===== config.mk =====
export PLATFORM = sky130hd
export DESIGN_NAME = stopwatch_ctrl
export DESIGN_NICKNAME = d
export VERILOG_FILES = /design/src/rtl/stopwatch_pkg.sv /design/src/rtl/btn_debounce.sv /design/src/rtl/stopwatch_ctrl.sv
export SDC_FILE = /design/constraint.sdc
export NUM_CORES = 1
export LEC_CHECK = 0
export CORE_MARGIN = 1
export CORE_UTILIZATION = 45
export CTS_CLUSTER_DIAMETER = 80
export DETAILED_ROUTE_END_ITERATION = 8
export PLACE_DENSITY = 0.67
export SLEW_MARGIN = 30
export SYNTH_ARGS = -nofsm -noshare
export SYNTH_HDL_FRONTEND = slang
export SYNTH_SLANG_ARGS = --single-unit

===== constraint.sdc =====
create_clock -name i_clk -period 6.3 [get_ports i_clk]
set_input_delay 1.26 -clock i_clk [delete_from_list [all_inputs] [get_ports i_clk]]
set_output_delay 1.26 -clock i_clk [all_outputs]
set_load 0.01 [all_outputs]

===== src/rtl/stopwatch_pkg.sv =====
// Shared types and constants for the stopwatch controller.
// Holds the run-state enum and the displayed-count range.
package stopwatch_pkg;

    typedef enum logic [1:0] {
        STOP = 2'd0,
        RUN  = 2'd1,
        LAP  = 2'd2
    } sw_state_t;

    localparam int VALUE_W   = 14;
    localparam int MAX_COUNT = 9999;

    function automatic logic [VALUE_W-1:0] count_inc(
        input logic [VALUE_W-1:0] v
    );
        return (v == VALUE_W'(MAX_COUNT)) ? '0 : v + 1'b1;
    endfunction

endpackage


===== src/rtl/btn_debounce.sv =====
// Button conditioner: 2-flop synchronizer, debounce, press pulse.
// A press pulse appears 2 + DEB_CYC + 1 cycles after raw goes high.
module btn_debounce #(
    parameter int DEB_CYC = 4
) (
    input  logic clk,
    input  logic reset,
    input  logic btn,
    output logic press
);

    localparam int CNT_W = (DEB_CYC > 1) ? $clog2(DEB_CYC) : 1;

    logic             sync1;
    logic             sync2;
    logic             level;
    logic             level_d;
    logic [CNT_W-1:0] cnt;

    always_ff @(posedge clk) begin
        if (reset) begin
            sync1   <= 1'b0;
            sync2   <= 1'b0;
            level   <= 1'b0;
            level_d <= 1'b0;
            cnt     <= '0;
            press   <= 1'b0;
        end else begin
            sync1   <= btn;
            sync2   <= sync1;
            level_d <= level;
            press   <= level & ~level_d;
            // cnt tracks how long sync2 has disagreed with level
            if (sync2 != level) begin
                if (cnt == CNT_W'(DEB_CYC - 1)) begin
                    level <= sync2;
                    cnt   <= '0;
                end else begin
                    cnt <= cnt + 1'b1;
                end
            end else begin
                cnt <= '0;
            end
        end
    end

endmodule


===== src/rtl/stopwatch_ctrl.sv =====
// Stopwatch run/stop/clear controller with 0..9999 count.
// Define STOPWATCH_LAP_EN to build in the LAP state and lap button.
module stopwatch_ctrl
    import stopwatch_pkg::*;
#(
    parameter int CLK_HZ      = 100_000_000,
    parameter int TICK_HZ     = 10,
    parameter int DEBOUNCE_MS = 20
) (
    input  logic               i_clk,
    input  logic               i_reset,
    input  logic               i_btnRunStop,
    input  logic               i_btnClear,
    input  logic               i_btnLap,
    output logic [VALUE_W-1:0] o_value,
    output logic               o_running,
    output logic               o_tick
);

    localparam int DEBOUNCE_CYC = (CLK_HZ / 1000) * DEBOUNCE_MS;
    localparam int PSC_N = CLK_HZ / TICK_HZ;
    localparam int PSC_W = (PSC_N > 1) ? $clog2(PSC_N) : 1;
    localparam logic [PSC_W-1:0] PSC_MAX = PSC_W'(PSC_N - 1);

    logic               rs_ev;
    logic               clr_ev;
    logic               lap_ev;
    sw_state_t          state;
    sw_state_t          state_nxt;
    logic [VALUE_W-1:0] count;
    logic [VALUE_W-1:0] count_nxt;
    logic [VALUE_W-1:0] value_nxt;
    logic [PSC_W-1:0]   psc;
    logic [PSC_W-1:0]   psc_nxt;
    logic               tick_nxt;

    btn_debounce #(.DEB_CYC(DEBOUNCE_CYC)) u_rs (
        .clk   (i_clk),
        .reset (i_reset),
        .btn   (i_btnRunStop),
        .press (rs_ev)
    );

    btn_debounce #(.DEB_CYC(DEBOUNCE_CYC)) u_clr (
        .clk   (i_clk),
        .reset (i_reset),
        .btn   (i_btnClear),
        .press (clr_ev)
    );

`ifdef STOPWATCH_LAP_EN
    logic [VALUE_W-1:0] lap_q;
    logic [VALUE_W-1:0] lap_nxt;

    btn_debounce #(.DEB_CYC(DEBOUNCE_CYC)) u_lap (
        .clk   (i_clk),
        .reset (i_reset),
        .btn   (i_btnLap),
        .press (lap_ev)
    );
`else
    logic unused_lap;
    assign unused_lap = i_btnLap;
    assign lap_ev     = 1'b0;
`endif

    always_comb begin
        tick_nxt = (state != STOP) && (psc == PSC_MAX);
        psc_nxt  = psc + 1'b1;
        if (state == STOP || tick_nxt) begin
            psc_nxt = '0;
        end

        count_nxt = count;
        if (tick_nxt) begin
            count_nxt = count_inc(count);
        end else if (state == STOP && clr_ev) begin
            count_nxt = '0;
        end

        // runstop outranks lap when both arrive together
        state_nxt = state;
        case (state)
            STOP: begin
                if (rs_ev) state_nxt = RUN;
            end
            RUN: begin
                if (rs_ev)       state_nxt = STOP;
                else if (lap_ev) state_nxt = LAP;
            end
            LAP: begin
                if (rs_ev)       state_nxt = STOP;
                else if (lap_ev) state_nxt = RUN;
            end
            default: state_nxt = STOP;
        endcase
    end

`ifdef STOPWATCH_LAP_EN
    always_comb begin
        lap_nxt = lap_q;
        if (state_nxt == LAP && state != LAP) begin
            lap_nxt = count_nxt;
        end
        value_nxt = (state_nxt == LAP) ? lap_nxt : count_nxt;
    end
`else
    assign value_nxt = count_nxt;
`endif

    always_ff @(posedge i_clk) begin
        if (i_reset) begin
            state     <= STOP;
            count     <= '0;
            psc       <= '0;
            o_value   <= '0;
            o_running <= 1'b0;
            o_tick    <= 1'b0;
`ifdef STOPWATCH_LAP_EN
            lap_q     <= '0;
`endif
        end else begin
            state     <= state_nxt;
            count     <= count_nxt;
            psc       <= psc_nxt;
            o_value   <= value_nxt;
            o_running <= (state_nxt != STOP);
            o_tick    <= tick_nxt;
`ifdef STOPWATCH_LAP_EN
            lap_q     <= lap_nxt;
`endif
        end
    end

endmodule


# Yosys cells after proc, flatten, opt, wreduce, memory -nomap -nowiden
# Cells that the tools add are included.
[word_totals]
output_inout_bits = 16
regBits = 94
wordCells = 54
inputBits = 5
[op_classes]
muxes = 6
n_eq_ne = 8
n_addsub = 4
n_bitwise = 6
n_reduce_logical = 13
[op_table]
columns = ["op", "n"]
rows = [
  ["adder 21 x 1 -> 21 bit (second input constant)", 2],
  ["equality test 21 bit (second input constant)", 2],
  ["two-way mux 14 bit", 3],
  ["adder 24 x 1 -> 24 bit (second input constant)", 1],
  ["equality test 24 bit (second input constant)", 1],
  ["adder 14 x 1 -> 14 bit (second input constant)", 1],
  ["equality test 14 bit (second input constant)", 1],
  ["nonzero test 2 bit", 3],
  ["OR reduction 3 bit", 2],
  ["two-way mux 2 bit", 2],
  ["inverter 1 bit", 4],
  ["one-hot mux 2 bit (2 select lines)", 1],
  ["AND reduction 2 bit", 2],
  ["OR reduction 2 bit", 2],
  ["AND 1 bit", 2],
  ["equality test 2 x 1 -> 1 bit (second input constant)", 1],
  ["equality test 2 bit (second input constant)", 1],
  ["logical AND 1 bit", 2],
  ["zero test 2 bit", 1],
  ["!= test 1 bit", 2],
  ["logical OR 1 bit", 1],
]

# Depth between registers and ports, before layout
[logic_depth]
depth_word = 4
mapped_depth = 8
depth_no_buf = 6

# Cells and area by module
# From an unflattened synthesis, not the netlist that was laid out.
[unflattened]
cells_unflattened = 493
area_unflattened_um2 = 4279.1
[by_module_without_submodules]
columns = ["module", "seq_area_each_um2", "cells_per_inst", "n_inst", "area_per_inst_um2"]
rows = [
  ["btn_debounce", 520.5, 126, 2, 1121.1],
  ["stopwatch_ctrl", 840.8, 241, 1, 2037.0],
]

# Worst setup path after synthesis
# Ideal clock, no wire load.
[synth_path]
path_type = "in2reg"
startpoint = "in i_reset"
endpoint = "reg count[10]"
path_stages = 3
setup_ns = 0.060
t_arrival_ns = 2.384
required_ns = 6.240
path_slack_ns = 3.855
path_cell_list = "clkbuf_1 > a221oi_1 > a22o_1"
[synth_lines]
columns = ["item", "line_no", "rtl"]
rows = [
  ["start: declaration", "stopwatch_ctrl.sv:11", "input logic i_reset,"],
  ["end signal: assignment", "stopwatch_ctrl.sv:124", "count <= count_nxt;"],
  ["end: declaration", "stopwatch_ctrl.sv:30", "logic [VALUE_W-1:0] count;"],
]

==> summary by stage <==
Routing
The residual DRC count is 0. Once detail routing completed, the nets flagged for antenna violations numbered 0. Dividing the detail-routed wire length by the instance count gives 12.3 um. The post-detailed-routing wire length is 7.48 mm.

The pre-antenna-repair detailed-routing pass consisted of 4 iterations. The via total after detailed routing is 3166. The initial DRC count is 73. The number of vias per cell after detailed routing is 5.22.

Yosys
Each instance of the synthesized netlist takes up on average 8.63 um^2. By area the synthesized netlist is led by sky130_fd_sc_hd__dfxtp_1 (46%), sky130_fd_sc_hd__nor2_1 (8.5%), sky130_fd_sc_hd__xnor2_1 (8.1%). In the synthesized netlist the dominant register cell turns out to be sky130_fd_sc_hd__dfxtp_1. The cell count after synthesis is 476.

For this run, asynchronously set or reset flops after synthesis account for 0. The cell taking the most area after synthesis is sky130_fd_sc_hd__dfxtp_1. Of the post-synthesis cell area, the dominant cell type holds 0.458. The sequential share of the synthesized area is 0.458. The cell area that synthesis handed to floorplanning was 0.00411 mm^2. Counting instances in the post-synthesis netlist gives the leading cell types as sky130_fd_sc_hd__dfxtp_1 (94), sky130_fd_sc_hd__nor2_1 (93), sky130_fd_sc_hd__nand3_1 (41). Yosys instantiated no cell more often than sky130_fd_sc_hd__dfxtp_1. The number of storage elements in the synthesis netlist is 94.

The net count after synthesis is 487. The count of yosys warnings during synthesis is 0. The post-synthesis cell type count is 40.

Yosys mapped a number of flops with a built-in enable equal to 0.

STA
Setup violations remaining at the end of the flow were counted as 0. The transition time at the pin with the least slew margin is 0.854 ns. For the finished layout, the period the worst path requires is 2.97 ns.

Clock skew on the completed layout was measured at 0.00954 ns. The number of pins exceeding their max-slew limit in the final report is 0. The part of the cycle the worst path needs is 0.471.

Setup repair after global routing left no endpoint under its margin. The count of final hold-check violations is 0. For the final routed database, the setup TNS stands at 0 ns. Hold is met by 0.384 ns.

The highest clock rate is 337 MHz. The worst slew margin relative to its limit is 0.426.

Critical path
The signal on the critical path passes through clkdlybuf4s50_1, nor4_4, a21oi_1, o21ai_0. The data arrival time of the critical path is 3.24 ns. The critical path required time is 6.57 ns. STA classifies the critical path startpoint as an input port.

The worst setup path is captured at a flop. In this run the worst path has a maximum fanout of 19. The cell with the biggest individual delay on the critical path is sky130_fd_sc_hd__nor4_4. For this run, the slowest stage of the critical path takes 0.92 ns. The critical path in this run is classified as in2reg.

Finish
The area added between synthesis and finish is 12.9%. The total inserted antenna cells is 0. In the final layout, the share of cells above drive strength 1 is 0.0501.

In the final design database the tool counted 505 nets. Counting the fill cells in the layout gives 834. Summing all non-filler instances in the final layout gives an area of 0.00463 mm^2.

Clock network
The CTS tree is built. The H-tree was split into 3 levels. The post-cts sizing count is 0. The number of buffers created by CTS is 9.

The clock latency reported for the late side of the worst-skew pair is 0.35 ns. After clock tree synthesis, the clock-pin slew on the worst setup and hold paths is 0.08 ns. The number of clock sinks is 94. The number of hold buffers added after cts is 0. The clock root buffer is sky130_fd_sc_hd__clkbuf_8. The count of buffers added by post-CTS timing repair for setup is 0. The clock tree buffer depth is 2.

Floorplanning
The initial core utilization is 0.469. The placement row count is 34. The I/O pin count is 21.

The area inside the core boundary is 0.00876 mm^2. The die is 97.5 um tall. The die covers 0.00951 mm^2. The horizontal extent of the die is 97.5 um.

Place
During placement, the flow inserted port buffers numbering 19. The area after detailed placement is 0.00438 mm^2. The half-perimeter wire length of the detailed placement result is 5.22 mm. The congestion estimate from routability-driven global placement came to 0.778.

Global routing
The number of antenna violations at the first check in global routing is 0. The first global-routing pass estimated 13.4 mm of wire. Entering global routing, the biggest net connects 25 pins.

In the global route stage, overall resource usage came out at 0.169. The via count of the first global-routing pass was 3001. The total overflow left after global routing is 0.

Pwr
The worst ir drop on vdd is 159 uV. The analysis attributes to cell leakage a power of 1.40 nW. The power density relative to cell area is 233 mW/mm^2.

Flow run
The number of max-cap violations is 0.

Min path
The tightest min-delay check is of the reg2reg type.

Status
The flow ran to the end, and the final reports show no timing, DRC or antenna violations.
## layer usage
layer | global-route usage | vias to the layer above | part of all wire
li1 | - | 1652 | -
met1 | 0.214 | 1463 | 0.50
met2 | 0.281 | 47 | 0.46
met3 | 0.0468 | 4 | 0.029
met4 | 0.0464 | 0 | 0.0084
met5 | 0 | - | 0
## cell families (layout without fill, tap and decap cells)
family	after synthesis	count (layout)	synth area share
compound gates	22	22	0.0335
xor+xnor	65	65	0.139
fa+ha+maj	6	6	0.0183
buf+inv	33	56	0.0329
flops	94	94	0.458
mux	4	4	0.00975
simple gates	252	252	0.309
## final timing paths
kind | start | to | slack [ns] | cells past startpoint
worst max-delay path | i_reset | count[11] | 3.33 | 4
worst min-delay path | u_rs.level_d | u_rs.press | 0.38 | 1
worst max register to register | psc[16] | count[11] | 3.52 | 5
worst min register to register | u_rs.level_d | u_rs.press | 0.38 | 1
## where the power goes
group,total (mW),switching (mW),internal (mW)
combinational,0.0103,0.00633,0.00400
clock,0.475,0.210,0.265
sequential,0.596,0.000922,0.595
total,1.08,0.217,0.864
## state kept, by name, indices dropped and copies added, names as in the netlist, 2 cells and up
register   flops
count         14
u_rs.cnt      21
psc           24
u_clr.cnt     21
state          2
## cells in the final DEF, fill, tap and decap left out, drive strengths merged
cell,instances
clkdlybuf4s50,19
a21oi,7
nand4,13
a221oi,1
nand3,41
mux2i,4
and4,3
or2,3
a31oi,1
and4b,1
a22o,3
nor3,17
or4bb,1
or4,2
nor4b,3
clkinvlp,3
xnor2,38
nor2b,8
and3,8
nand2,28
ha,6
nor4,14
or4b,2
or3,6
nand4b,3
bufinv,3
inv,20
o2111a,1
dfxtp,94
buf,2
xor2,27
clkbuf,9
nand3b,5
nor2,93
nor3b,1
a22oi,2
o21ai,7
## worst max-delay path: cells and delay by family
kind	cells	cell delay, ns
AOI/OAI and AO/OA	2	0.29
buffers and inverters	1	0.77
and+or+nand+nor	1	0.92
## stage by stage
stage	cells	setup WS [ns]	util	total power [mW]
after floorplan	476	3.86	-	0.617
after global placement	591	2.98	0.500	0.620
after detailed placement	591	2.97	0.500	0.620
after CTS	607	3.34	0.528	1.10
after global routing	607	3.13	0.529	1.12
final	607	3.33	0.529	1.08
## area by class of cell
class                           count  area [um^2]  area share
Sequential cell                    94         1880       0.406
Clock buffer                        9          124      0.0267
Timing Repair Buffer               21          205      0.0443
Inverter                           19         71.3      0.0154
Multi-Input combinational cell    349         2100       0.452
Tap cell                          108          135      0.0292
Clock inverter                      7          121      0.0262
Note: power is estimated with default switching activity, not from simulation.
